--- config.mk ---
export PLATFORM = sky130hd
export DESIGN_NAME = arf_list_scheduler
export DESIGN_NICKNAME = d
export VERILOG_FILES = /design/src/rtl/arf_list_scheduler.sv
export SDC_FILE = /design/constraint.sdc
export NUM_CORES = 2
export LEC_CHECK = 0
export CAP_MARGIN = 20
export CORE_MARGIN = 2
export CORE_UTILIZATION = 54
export CTS_CLUSTER_DIAMETER = 60
export DETAILED_ROUTE_END_ITERATION = 7
export PLACE_DENSITY = 0.75
export SETUP_SLACK_MARGIN = 0.2
export SYNTH_ARGS = -nofsm -noshare
export SYNTH_HDL_FRONTEND = slang
export SYNTH_SLANG_ARGS = --single-unit
--- constraint.sdc ---
create_clock -name clk -period 16.73 [get_ports clk]
set_clock_uncertainty 0.05 [all_clocks]
set_input_delay 1.673 -clock clk [delete_from_list [all_inputs] [get_ports clk]]
set_output_delay 1.673 -clock clk [all_outputs]
set_load 0.02 [all_outputs]
--- src/rtl/arf_list_scheduler.sv ---
// ARF dataflow graph run by list scheduling on one pipelined multiplier and one pipelined adder.
// Build option: define ARF_STATE_FB_EN to feed the previous run's y0/y1 back as the state inputs.
module arf_list_scheduler #(
    parameter int WIDTH   = 16,
    parameter int MUL_LAT = 2,
    parameter int ADD_LAT = 1
) (
    input  logic                  clk,
    input  logic                  rst_n,
    input  logic                  in_valid,
    output logic                  in_ready,
    input  logic [8*WIDTH-1:0]    x_flat,
    input  logic [16*WIDTH-1:0]   coef_flat,
    input  logic [2*WIDTH-1:0]    st_in,
    output logic                  out_valid,
    input  logic                  out_ready,
    output logic [WIDTH-1:0]      y0,
    output logic [WIDTH-1:0]      y1,
    output logic                  busy
);
    typedef enum logic [1:0] {IDLE, RUN, DONE} state_t;

    // Bit i set when node i+1 runs on the multiplier.
    localparam logic [27:0] MUL_MASK = 28'h0F3C0FF;
    localparam logic [4:0]  EXT      = 5'd31;

    // Operand node indices {a, b} for node index n; EXT marks an input register operand.
    function automatic logic [9:0] srcs(input logic [4:0] n);
        case (n)
            5'd8:    srcs = {5'd0,  5'd1};
            5'd9:    srcs = {5'd2,  5'd3};
            5'd10:   srcs = {5'd4,  5'd5};
            5'd11:   srcs = {5'd6,  5'd7};
            5'd12:   srcs = {5'd9,  EXT};
            5'd13:   srcs = {5'd10, EXT};
            5'd14:   srcs = {5'd12, EXT};
            5'd15:   srcs = {5'd13, EXT};
            5'd16:   srcs = {5'd12, EXT};
            5'd17:   srcs = {5'd13, EXT};
            5'd18:   srcs = {5'd14, 5'd15};
            5'd19:   srcs = {5'd16, 5'd17};
            5'd20:   srcs = {5'd18, EXT};
            5'd21:   srcs = {5'd19, EXT};
            5'd22:   srcs = {5'd18, EXT};
            5'd23:   srcs = {5'd19, EXT};
            5'd24:   srcs = {5'd20, 5'd21};
            5'd25:   srcs = {5'd22, 5'd23};
            5'd26:   srcs = {5'd8,  5'd24};
            5'd27:   srcs = {5'd11, 5'd25};
            default: srcs = {EXT,   EXT};
        endcase
    endfunction

    function automatic logic [27:0] deps(input logic [4:0] n);
        logic [9:0] s;
        s    = srcs(n);
        deps = '0;
        if (s[9:5] != EXT) deps[s[9:5]] = 1'b1;
        if (s[4:0] != EXT) deps[s[4:0]] = 1'b1;
    endfunction

    function automatic logic [3:0] coef_sel(input logic [4:0] n);
        if (n < 5'd8)       coef_sel = n[3:0];
        else if (n < 5'd20) coef_sel = 4'(n - 5'd6);
        else                coef_sel = 4'(n - 5'd8);
    endfunction

    state_t           state_d, state_q;
    logic [27:0]      issued_d, issued_q, done_d, done_q;
    logic [WIDTH-1:0] rf_d [28];
    logic [WIDTH-1:0] rf_q [28];
    logic [WIDTH-1:0] x_d [8];
    logic [WIDTH-1:0] x_q [8];
    logic [WIDTH-1:0] coef_d [16];
    logic [WIDTH-1:0] coef_q [16];
    logic [WIDTH-1:0] st_d [2];
    logic [WIDTH-1:0] st_q [2];
    logic [WIDTH-1:0] y0_d, y0_q, y1_d, y1_q;

    logic                    mul_go, add_go;
    logic [4:0]              mul_sel, add_sel;
    logic [9:0]              ms, as;
    logic signed [WIDTH-1:0] mul_a, mul_b, mul_p, add_a, add_b, add_s;
    logic                    mul_wb_vld, add_wb_vld;
    logic [4:0]              mul_wb_id, add_wb_id;
    logic [WIDTH-1:0]        mul_wb_res, add_wb_res;

    // Lowest-index ready node per unit; iterating downward lets the lowest one win.
    always_comb begin
        mul_go  = 1'b0;
        mul_sel = '0;
        add_go  = 1'b0;
        add_sel = '0;
        for (int k = 27; k >= 0; k--) begin
            if (state_q == RUN && !issued_q[k] &&
                ((done_q & deps(5'(k))) == deps(5'(k)))) begin
                if (MUL_MASK[k]) begin
                    mul_go  = 1'b1;
                    mul_sel = 5'(k);
                end else begin
                    add_go  = 1'b1;
                    add_sel = 5'(k);
                end
            end
        end
    end

    always_comb begin
        ms    = srcs(mul_sel);
        as    = srcs(add_sel);
        mul_a = (ms[9:5] == EXT) ? x_q[mul_sel[2:0]] : rf_q[ms[9:5]];
        mul_b = (ms[4:0] == EXT) ? coef_q[coef_sel(mul_sel)] : rf_q[ms[4:0]];
        add_a = rf_q[as[9:5]];
        add_b = (as[4:0] == EXT) ? st_q[add_sel == 5'd13] : rf_q[as[4:0]];
        mul_p = mul_a * mul_b;
        add_s = add_a + add_b;
    end

    // Latency pipelines: a unit with latency L writes back L-1 edges after the issue edge.
    if (MUL_LAT == 1) begin : g_mul_direct
        always_comb begin
            mul_wb_vld = mul_go;
            mul_wb_id  = mul_sel;
            mul_wb_res = mul_p;
        end
    end else begin : g_mul_pipe
        logic [MUL_LAT-2:0] vld_d, vld_q;
        logic [4:0]         id_d [MUL_LAT-1];
        logic [4:0]         id_q [MUL_LAT-1];
        logic [WIDTH-1:0]   res_d [MUL_LAT-1];
        logic [WIDTH-1:0]   res_q [MUL_LAT-1];
        always_comb begin
            vld_d[0] = mul_go;
            id_d[0]  = mul_sel;
            res_d[0] = mul_p;
            for (int i = 1; i < MUL_LAT-1; i++) begin
                vld_d[i] = vld_q[i-1];
                id_d[i]  = id_q[i-1];
                res_d[i] = res_q[i-1];
            end
            mul_wb_vld = vld_q[MUL_LAT-2];
            mul_wb_id  = id_q[MUL_LAT-2];
            mul_wb_res = res_q[MUL_LAT-2];
        end
        always_ff @(posedge clk or negedge rst_n) begin
            if (!rst_n) begin
                vld_q <= '0;
                for (int i = 0; i < MUL_LAT-1; i++) begin
                    id_q[i]  <= '0;
                    res_q[i] <= '0;
                end
            end else begin
                vld_q <= vld_d;
                id_q  <= id_d;
                res_q <= res_d;
            end
        end
    end

    if (ADD_LAT == 1) begin : g_add_direct
        always_comb begin
            add_wb_vld = add_go;
            add_wb_id  = add_sel;
            add_wb_res = add_s;
        end
    end else begin : g_add_pipe
        logic [ADD_LAT-2:0] vld_d, vld_q;
        logic [4:0]         id_d [ADD_LAT-1];
        logic [4:0]         id_q [ADD_LAT-1];
        logic [WIDTH-1:0]   res_d [ADD_LAT-1];
        logic [WIDTH-1:0]   res_q [ADD_LAT-1];
        always_comb begin
            vld_d[0] = add_go;
            id_d[0]  = add_sel;
            res_d[0] = add_s;
            for (int i = 1; i < ADD_LAT-1; i++) begin
                vld_d[i] = vld_q[i-1];
                id_d[i]  = id_q[i-1];
                res_d[i] = res_q[i-1];
            end
            add_wb_vld = vld_q[ADD_LAT-2];
            add_wb_id  = id_q[ADD_LAT-2];
            add_wb_res = res_q[ADD_LAT-2];
        end
        always_ff @(posedge clk or negedge rst_n) begin
            if (!rst_n) begin
                vld_q <= '0;
                for (int i = 0; i < ADD_LAT-1; i++) begin
                    id_q[i]  <= '0;
                    res_q[i] <= '0;
                end
            end else begin
                vld_q <= vld_d;
                id_q  <= id_d;
                res_q <= res_d;
            end
        end
    end

    always_comb begin
        state_d  = state_q;
        issued_d = issued_q;
        done_d   = done_q;
        rf_d     = rf_q;
        x_d      = x_q;
        coef_d   = coef_q;
        st_d     = st_q;
        y0_d     = y0_q;
        y1_d     = y1_q;
        case (state_q)
            IDLE: begin
                if (in_valid) begin
                    state_d  = RUN;
                    issued_d = '0;
                    done_d   = '0;
                    for (int i = 0; i < 8; i++)  x_d[i]    = x_flat[i*WIDTH +: WIDTH];
                    for (int i = 0; i < 16; i++) coef_d[i] = coef_flat[i*WIDTH +: WIDTH];
`ifdef ARF_STATE_FB_EN
                    st_d[0] = y0_q;
                    st_d[1] = y1_q;
`else
                    st_d[0] = st_in[WIDTH-1:0];
                    st_d[1] = st_in[2*WIDTH-1:WIDTH];
`endif
                end
            end
            RUN: begin
                if (mul_go) issued_d[mul_sel] = 1'b1;
                if (add_go) issued_d[add_sel] = 1'b1;
                if (mul_wb_vld) begin
                    done_d[mul_wb_id] = 1'b1;
                    rf_d[mul_wb_id]   = mul_wb_res;
                end
                if (add_wb_vld) begin
                    done_d[add_wb_id] = 1'b1;
                    rf_d[add_wb_id]   = add_wb_res;
                    if (add_wb_id == 5'd26) y0_d = add_wb_res;
                    if (add_wb_id == 5'd27) y1_d = add_wb_res;
                end
                if (done_d[27:26] == 2'b11) state_d = DONE;
            end
            DONE: begin
                if (out_ready) state_d = IDLE;
            end
            default: state_d = IDLE;
        endcase
    end

    always_ff @(posedge clk or negedge rst_n) begin
        if (!rst_n) begin
            state_q  <= IDLE;
            issued_q <= '0;
            done_q   <= '0;
            y0_q     <= '0;
            y1_q     <= '0;
            for (int i = 0; i < 28; i++) rf_q[i]   <= '0;
            for (int i = 0; i < 8; i++)  x_q[i]    <= '0;
            for (int i = 0; i < 16; i++) coef_q[i] <= '0;
            for (int i = 0; i < 2; i++)  st_q[i]   <= '0;
        end else begin
            state_q  <= state_d;
            issued_q <= issued_d;
            done_q   <= done_d;
            y0_q     <= y0_d;
            y1_q     <= y1_d;
            rf_q     <= rf_d;
            x_q      <= x_d;
            coef_q   <= coef_d;
            st_q     <= st_d;
        end
    end

    assign in_ready  = (state_q == IDLE);
    assign busy      = (state_q == RUN);
    assign out_valid = (state_q == DONE);
    assign y0        = y0_q;
    assign y1        = y1_q;
endmodule
# After elaboration in Yosys (flattened, before gate mapping)
# Memories as Yosys holds them, arrays and structs flattened.
# Cells that the tools add are included.
# totals
regBits,976
latch_bits,0
ram_bits,0
romBits,640
memories,2
# memory_table
name,depth,word_bits,rd,rd_clocked_by_memory_dff,write_ports,line_no,text
(name not given),32,10,1,0,0,29,case (n)
(name not given),32,10,1,0,0,29,
# classes
n_addsub,3
multipliers,1
div_mod_pow,0
order_cmp,19
n_eq_ne,22
n_shift,0
mux,111
bitwise_logic,13
reduce_logical,88
# ops
operator,n
two-way mux 448 bit,3
bitwise mux 448 bit,2
binary-select mux 16 bit (select 5 bit),4
two-way mux 16 bit,20
two-way mux 28 bit,8
demux 16 bit (select 5 bit),2
two-way mux 5 bit,28
OR 28 bit,4
one-hot mux 28 bit (2 select lines),2
binary-select mux 16 bit (select 4 bit),1
logical AND 1 bit,53
binary-select mux 16 bit (select 3 bit),1
>= comparator 6 bit (second input constant),6
inverter 5 -> 6 bit,6
two-way mux 1 bit,31
zero test 1 bit,28
== test 5 bit (second input constant),5
== test 2 bit (second input constant),12
< comparator 5 x 6 -> 1 bit (second input constant),3
adder 16 bit,1
multiplier 16 x 16 -> 16 bit,1
demux 1 bit (select 5 bit),3
>= comparator 5 x 1 -> 1 bit (second input constant),3
< comparator 6 x 1 -> 1 bit (second input constant),2
21 further kinds,28

# Depth between registers and ports, before layout
# logic_depth
word_depth,29
mapped_depth,53

# Worst setup path after synthesis
# No wires, ideal clock.
# synth_timing
path_kind,flip-flop to flip-flop
from,reg state_q[1]
to,reg g_mul_pipe.res_q[15] (netlist name)
setup_ns,0.134
t_arrival_ns,9.993
path_slack_ns,6.553
path_stages_with_launch,49
n_path_buf,11
synth_period_minus_slack_ns,10.177
path_cell_list,dfrtp_1 -> nand2b_1 -> inv_2 -> buf_2 -> nand4_1 -> a31oi_1 -> a21oi_1 -> buf_2 -> inv_2 -> buf_2 -> buf_2 -> buf_2 -> buf_1 -> buf_1 -> ha_1 -> nor3_1 -> nor4_1 -> a211oi_2 -> [13 not listed] -> ha_1 -> inv_1 -> fa_1 -> fa_1 -> fa_1 -> inv_1 -> ha_1 -> a21oi_1 -> nor2b_1 -> o21a_1 -> o21ai_0 -> nand2b_1 -> a21oi_1 -> o21ai_0 -> xor2_1 -> xnor2_1 -> xnor2_1 -> xnor3_1
# synth_rtl
item,line_no,text
from (decl),68,"state_t state_d, state_q;"
from (signal assigned),261,state_q <= state_d;
to (signal assigned),155,res_q <= res_d;
to (decl),131,logic [WIDTH-1:0] res_q [MUL_LAT-1];

==> results.sh <==
export IMPL_status="complete, but fails checks"
export IMPL_violations="design-rule violations"
export IMPL_antenna_left=0
export IMPL_place_ws_ns=5.886
export IMPL_grt_pass1_wl_mm=352.1
export IMPL_antenna_found_initial=18
export IMPL_critical_path_max_fanout=84
export IMPL_io_pins=455
export IMPL_core_area_mm2=0.1053
export IMPL_cts_resized=0
export IMPL_synth_warnings=0
export IMPL_final_hold_viol_count=0
export IMPL_clk_path_buf_depth=3
export IMPL_hold_ws_ns=0.4217
export IMPL_vias=55580
export IMPL_synthFlopType="dfrtp_1"
export IMPL_period_share_pct=65.61
export IMPL_rsz0062_at_grt="false"
export IMPL_syn_inst=6786
export IMPL_fin_crit_ns=10.98
export IMPL_fin_setup_tns_ns=0
export IMPL_first_global_vias=53570
export IMPL_dp_cells=8217
export IMPL_cts_buffers=108
export IMPL_p_per_area_mw_per_mm2=75.85
export IMPL_clock_sinks=976
export IMPL_fin_ws_ns=5.753
export IMPL_synth_avg_cell_area_um2=8.452
export IMPL_slew_viol_final=0
export IMPL_crit_top_cell="fa_1"
export IMPL_ir_drop_uv=102.7
export IMPL_nets=7533
export IMPL_wl_per_cell_um=28.33
export IMPL_drc=9
export IMPL_netlist_top_cells_count="nand2_1, dfrtp_1, clkbuf_1"
export IMPL_syn_nets=7377
export IMPL_place_congestion=1.051
export IMPL_synth_top_area_share_pct=42.58
export IMPL_drt_initial_drc_count=8699
export IMPL_cts_tree="built"
export IMPL_instances_no_fill=8433
export IMPL_fill_cells=8845
export IMPL_critPathBufInv=7
export IMPL_end_kind="register"
export IMPL_yosysTopAreaCell="dfrtp_1"
export IMPL_dpl_hpwl_mm=162.5
export IMPL_crit_arrival_ns=11.54
export IMPL_rows=119
export IMPL_synth_area_leaders="dfrtp_1, nand2_1, mux4_2"
export IMPL_htreeDepth=3
export IMPL_clock_latency_ns=0.75
export IMPL_leakage_uw=0.03146
export IMPL_fin_area_mm2=0.06676
export IMPL_fmax_mhz=91.10
export IMPL_grt_total_usage_pct=43.71
export IMPL_start_util_pct=54.49
export IMPL_synth_edff_count=0
export IMPL_die_x_um=329.9
export IMPL_drt_pass1_iterations=8
export IMPL_synth_most_common_cell="nand2_1"
export IMPL_relSlewSlack_pct=13.02
export IMPL_critical_path_max_stage_delay_ns=0.57
export IMPL_place_area_mm2=0.06284
export IMPL_cp_slowest_cell="buf_4"
export IMPL_ys_seq_elements=976
export IMPL_grt_overflow_total=0
export IMPL_viasPerCell=6.590
export IMPL_finalSetupViolCount=0
export IMPL_cts_setup_buffers=0
export IMPL_synth_distinct_cells=95
export IMPL_die_y_um=329.9
export IMPL_async_reset_ff_share_pct=100.0
export IMPL_worst_pin_slew_ns=1.300
export IMPL_synthesis_area_mm2=0.05736
export IMPL_syn_to_final_growth_pct=16.40
export IMPL_cts_hold_buf=0
export IMPL_critical_path_top_delay_family="adder cells"
export IMPL_grt_max_degree=223
export IMPL_critPathRequiredTime_ns=17.29
export IMPL_critPathKind="register to register"
export IMPL_yosysSeqAreaShare_pct=42.58
export IMPL_cts_root_buffer="clkbuf_16"
export IMPL_drive_gt1_share_pct=10.77
export IMPL_start_kind="register"
export IMPL_portBuffers=454
export IMPL_dieArea_mm2=0.1088
export IMPL_drt_wl_total_mm=238.9
export IMPL_hp_class="register to register"
export IMPL_maxCapViolCount=0
export IMPL_clk_pin_slew_worst_paths_ns=0.06
where the power goes:
group / switching (uW) / internal, uW
logic: 69.7 / 89.7
registers: 0 / 2360
clock network: 1060 / 1480
kinds of logic after synthesis:
| family | after synthesis | synth area share [%] |
|---|---|---|
| xor gates and xnor gates | 46 | 0.7984 |
| DFF | 976 | 42.58 |
| and+or+nand+nor | 3308 | 23.62 |
| adders and majority gates | 171 | 4.777 |
| AOI/OAI and AO/OA | 1125 | 12.49 |
| buffers and inverters | 701 | 4.847 |
| muxes | 459 | 10.89 |
area by class of cell:
type	instances	area, um2	share of cell area, %
multi-input cells	5109	30490	45.67
flip-flops and latches	976	24430	36.59
repair buffers	582	5690	8.523
clock buffers	147	3000	4.494
well taps	1391	1740	2.607
clock inverters	51	750.7	1.124
inverters	165	628.1	0.9408
diodes	12	30.03	0.04498
registers in the layout (all words and copies together), names as in the netlist:
name              cells
issued_q             28
done_q               28
g_mul_pipe.res_q     16
state_q               2
st_q                 32
coef_q              256
x_q                 128
rf_q                448
y0                   16
y1                   16
g_mul_pipe.id_q       5
g_mul_pipe.vld_q      1
metrics by stage:
stage / power (uW) / utilization [%]
global placement: 2563 / 59.67
detailed placement: 2563 / 59.69
floorplan: 2406 / -
global route: 5178 / 63.40
CTS: 5064 / 63.26
finish: 5064 / 63.42
metal layers:
layer,wire (um),track usage (%),vias to the layer above
met5,119,0.3478,-
met1,86530,55.34,26800
met4,19810,27.39,16
li1,-,-,23400
met3,33270,17.37,1105
met2,99200,62.50,4257
layout by cell type (no fill, tap or decap), types with 43 or more instances in the layout:
master and count:
a21oi_1 385, ha_1 91, clkdlybuf4s50_1 453, a211oi_1 43, o21ai_0 113, mux4_2 110
mux2i_1 131, inv_1 159, a31oi_1 50, nor2_1 389, dfrtp_1 970, and3_1 97
nand2_1 2329, a311oi_1 109, nand3_1 304, mux2_2 216, or2_2 48, o22ai_1 247
clkbuf_16 109, fa_1 80, buf_4 115
worst paths after layout:
path,from,end,slack [ns],cells after the start
min in group asynchronous,rst_n,y0[0]$_DFFE_PN0P_,0.92,1
max in group asynchronous,rst_n,coef_q[22]$_DFFE_PN0P_,12.45,4
setup reg to reg,state_q[1]$_DFFE_PN0P_,g_mul_pipe.res_q[15]$_DFF_PN0_,5.75,38
hold / removal,issued_q[25]$_DFFE_PN0P_,issued_q[25]$_DFFE_PN0P_,0.42,2
setup / recovery,state_q[1]$_DFFE_PN0P_,g_mul_pipe.res_q[15]$_DFF_PN0_,5.75,38
hold reg to reg,issued_q[25]$_DFFE_PN0P_,issued_q[25]$_DFFE_PN0P_,0.42,2
tightest hold or removal path, stage by stage, from the launching register on:
cell,delay (ns)
dfrtp_1,0.34
nand2_1,0.05
nand2_1,0.05
No activity file was read; power rests on OpenSTA's default activity.
